**src/rtl/e1_crc4_if.sv**
```systemverilog
`default_nettype none
// ============================================================================
// Module      : e1_crc4_if
// Description : Serial bit stream and CRC-4 remainder bundle for the E1
//               CRC-4 generator/checker. The framer side is the master and
//               the CRC block is the slave.
// Revision    : 1.0 - initial release
// ============================================================================
interface e1_crc4_if;
    logic       in_bit;
    logic       in_first;
    logic       in_valid;
    logic [3:0] out_crc4;

    modport master (
        output in_bit,
        output in_first,
        output in_valid,
        input  out_crc4
    );

    modport slave (
        input  in_bit,
        input  in_first,
        input  in_valid,
        output out_crc4
    );
endinterface
`default_nettype wire

```
**src/rtl/e1_crc4.sv**
```systemverilog
`default_nettype none
// ============================================================================
// Module      : e1_crc4
// Description : Bit-serial CRC-4 (x^4 + x + 1) generator/checker for E1
//               G.704 multiframes. Zero initial value, MSB-first, block
//               restart on in_first with no dead cycle. out_crc4[3] is C1.
// Revision    : 1.0 - initial release
// ============================================================================
module e1_crc4 (
    input  wire             clk,
    input  wire             rst,
    e1_crc4_if.slave        bus
);

    // Feedback taps for x^4 + x + 1 (the x^4 term is implicit in the shift).
    localparam logic [3:0] c_POLY_TAPS = 4'b0011;

    logic [3:0] r_crc;
    logic [3:0] w_base;
    logic       w_fb;
    logic [3:0] w_crc_next;

    // Next remainder: restart from zero on the first bit of a block, then
    // one LFSR step with the incoming bit folded into the feedback.
    always_comb begin
        w_base     = bus.in_first ? 4'b0000 : r_crc;
        w_fb       = bus.in_bit ^ w_base[3];
        w_crc_next = {w_base[2:0], 1'b0} ^ (w_fb ? c_POLY_TAPS : 4'b0000);
    end

    // Remainder register: load only on a valid bit so stalled (possibly
    // unknown) inputs never reach the state.
    always_ff @(posedge clk or posedge rst) begin
        if (rst) begin
            r_crc <= 4'b0000;
        end else if (bus.in_valid) begin
            r_crc <= w_crc_next;
        end
    end

    assign bus.out_crc4 = r_crc;

endmodule
`default_nettype wire

```
**src/flat_wrapper.sv**
```systemverilog
// flat-port wrapper written by rule: the top's interface ports become plain ports
module e1_crc4_flat 
  (clk, rst, bus_in_bit, bus_in_first, bus_in_valid, bus_out_crc4);
  e1_crc4_if bus_i ();
  input  wire clk;
  input  wire rst;
  input wire logic [$bits(bus_i.in_bit)-1:0] bus_in_bit;
  input wire logic [$bits(bus_i.in_first)-1:0] bus_in_first;
  input wire logic [$bits(bus_i.in_valid)-1:0] bus_in_valid;
  output wire logic [$bits(bus_i.out_crc4)-1:0] bus_out_crc4;
  assign bus_i.in_bit = bus_in_bit;
  assign bus_i.in_first = bus_in_first;
  assign bus_i.in_valid = bus_in_valid;
  assign bus_out_crc4 = bus_i.out_crc4;
  e1_crc4 u_core (.clk(clk), .rst(rst), .bus(bus_i));
endmodule
```
**config.mk**
```make
export PLATFORM = sky130hd
export DESIGN_NAME = e1_crc4_flat
export DESIGN_NICKNAME = d
export VERILOG_FILES = /design/src/rtl/e1_crc4_if.sv /design/src/rtl/e1_crc4.sv /design/src/flat_wrapper.sv
export SDC_FILE = /design/constraint.sdc
export NUM_CORES = 1
export LEC_CHECK = 0
export BUFFER_PORTS_ARGS = -buffer_cell sky130_fd_sc_hd__buf_2
export CORE_AREA = 8 8 45 47
export CTS_CLUSTER_DIAMETER = 30
export DETAILED_ROUTE_END_ITERATION = 12
export DIE_AREA = 0 0 53 55
export GPL_ROUTABILITY_DRIVEN = 0
export PLACE_DENSITY = 0.4
export SKIP_CTS_REPAIR_TIMING = 1
export SYNTH_ARGS = -nofsm -noshare
export SYNTH_HDL_FRONTEND = slang
export SYNTH_SLANG_ARGS = --single-unit
```
**constraint.sdc**
```tcl
create_clock -name clk -period 1.2 [get_ports clk]
set_clock_uncertainty 0.05 [all_clocks]
set_input_delay 0.06 -clock clk [delete_from_list [all_inputs] [get_ports clk]]
set_output_delay 0.06 -clock clk [all_outputs]
set_load 0.01 [all_outputs]
```
==> impl_metrics.toml <==
[synthesis]
yosysWarnings = 0
synth_area_um2 = 189
yosysSeqAreaShare_pct = 53.0
yosys.cell_types.count = 12
synth-seq-cells = 4
syn_avg_cell_area_um2 = 9.00
syn-num-nets = 26
synth_cells = 21

[critical_path]
crit_slowest_cell = "dfrtp_1"
end_kind = "register"
cp-start-kind = "register"
r2r-end = "u_core.bus.out_crc4[1]$_DFFE_PP0P_"
cp.arrival_ns = 1.22
crit_path_max_fanout = 3
ff2ff_path_depth = 3
worst_ep_required_time_ns = 1.30
cpPeakStageDelay_ns = 0.39
path_cells = "xnor2_1, or3_1, a31oi_1"
path_class = "reg -> reg"
r2r_slack_ns = 0.09
r2r_start = "u_core.bus.out_crc4[0]$_DFFE_PP0P_"

[sta]
worst_pin_slew_ns = 0.171
post-route-period-util_pct = 92.6
fmax_ghz = 0.900
drv_slew = 0
fin_ws_ns = 0.0889
fin_crit_ns = 1.11
finalSetupTns_ns = 0
final-setup-viol-count = 0
worst_hold_slack_ns = 0.0342
maxSlewHeadroom_pct = 88.6
hold_viol = 0
rsz0062_at_grt = "false"

[place]
dp_cells = 45
dp_slack_ns = 0.0899
port_buffers = 8

[final_layout]
drive_gt1_share_pct = 36.4
post-route-util_pct = 20.6
area_growth_pct = 51.0
diodes = 0
fin_nets = 40
finalNonFillerCells = 49
largest_register_ffs = 4

[floorplanning]
start_util_pct = 13.7
io_pins = 9
die_width_um = 53
die_y_um = 55
die-area_um2 = 2920
core_area_um2 = 1380
rows = 14

[clocking]
path_clk_slew_ns = 0.04
cts_tree = "yes"
cts_sinks = 4
root_buffer = "clkbuf_4"
clockBufferDepth = 2
htreeDepth = 1
clock_latency_ns = 0.23
cts_buffers = 3

[routing]
vias = 188
post-route-drc-count = 0
ant_nets = 0
wirelength_um = 500
dr.first_iter.drc_count = 5
via_per_inst = 3.84
post_drt_wl_per_cell_um = 10.2
drt_first_pass_iters = 4

[status]
status = "completed"

[global_route]
grt_pass1_wl_um = 765
grt_use_total_pct = 4.10
grt-ovfl-total = 0
grt_antenna_before_repair = 0
first_global_vias = 182
grt_max_degree = 9

[power]
p_per_area_nw_per_um2 = 1430
leakagePower_nw = 0.136
peakVddDrop_mv = 0.679

[flow_run]
maxCapViolCount = 0

[worst_hold_path]
holdPathStages = 2
worstHoldEndpoint = "u_core.bus.out_crc4[2]$_DFFE_PP0P_"
hp-class = "in -> reg"
worst_hold_startpoint = "bus_in_first"
[cells in the mapped netlist, drive strengths merged]
master  count  share of area (%)
dfrtp       4                 53
inv         3                6.0
nand2       2                4.0
nor2        2                4.0
o22ai       2                6.6
xnor2       2                9.3
a21oi       1                2.6
a31oi       1                3.3
clkbuf      1                2.0
nor2b       1                3.3
o21ai       1                2.6
or3         1                3.3
[through the flow]
step | power, mW | instance area, um^2
2_1_floorplan | 0.207 | 189
3_3_place_gp | 0.243 | 253
3_5_place_dp | 0.244 | 253
4_1_cts | 0.417 | 275
5_1_grt | 0.432 | 285
6_report | 0.407 | 285
[worst max path at each step]
| stage | startpoint | endpoint |
|---|---|---|
| 2_1_floorplan | u_core.bus.out_crc4[3]$_DFFE_PP0P_ | u_core.bus.out_crc4[1]$_DFFE_PP0P_ |
| 3_3_place_gp | u_core.bus.out_crc4[0]$_DFFE_PP0P_ | u_core.bus.out_crc4[1]$_DFFE_PP0P_ |
| 3_5_place_dp | u_core.bus.out_crc4[0]$_DFFE_PP0P_ | u_core.bus.out_crc4[1]$_DFFE_PP0P_ |
| 4_1_cts | u_core.bus.out_crc4[0]$_DFFE_PP0P_ | u_core.bus.out_crc4[1]$_DFFE_PP0P_ |
| 5_1_grt | u_core.bus.out_crc4[0]$_DFFE_PP0P_ | u_core.bus.out_crc4[1]$_DFFE_PP0P_ |
| 6_report | u_core.bus.out_crc4[0]$_DFFE_PP0P_ | u_core.bus.out_crc4[1]$_DFFE_PP0P_ |
[worst max-delay path: cells and delay by family (launching register included)]
family,cells,cell delay (ns)
simple gates,1,0.30
xor+xnor,1,0.13
flops,1,0.39
compound gates,1,0.16
[layout by cell type, fill, tap and decap left out]
master         Yosys  routed
dlygate4sd3_1      0       1
nand2_1            2       2
xnor2_1            2       2
clkbuf_4           0       3
nor2_1             2       2
a21oi_1            1       1
a31oi_1            1       1
nor2b_1            1       1
buf_4              0       1
buf_2              0       8
dfrtp_1            4       4
o21ai_0            1       1
inv_1              3       3
o22ai_1            2       2
or3_1              1       1
[final cells by class]
cell class	count	area (um^2)
fill	155	1100
timing repair buffer	10	57.6
inverter	3	11.3
clock buffer	3	22.5
sequential	4	100
multi-input combinational	13	73.8
tap	16	20.0
[where the power goes]
group          switching [mW]  total, mW  internal, mW
sequential             0.0124      0.164         0.152
combinational          0.0402     0.0794        0.0393
clock                  0.0516      0.163         0.112
[logic make-up after synthesis]
family / share of synthesized area, %
XOR/XNOR: 9.27
AO/OA/AOI/OAI: 15.2
flip-flops: 53.0
buffers and inverters: 7.94
AND/OR/NAND/NOR: 14.6
[layer usage]
metal	up-vias	track usage [%]	routed length (um)
li1	93	-	-
met1	82	3.96	217
met2	13	4.10	175
met3	0	5.88	107
met4	0	2.59	0
met5	-	0	0
No activity file was read; power rests on OpenSTA's default activity.
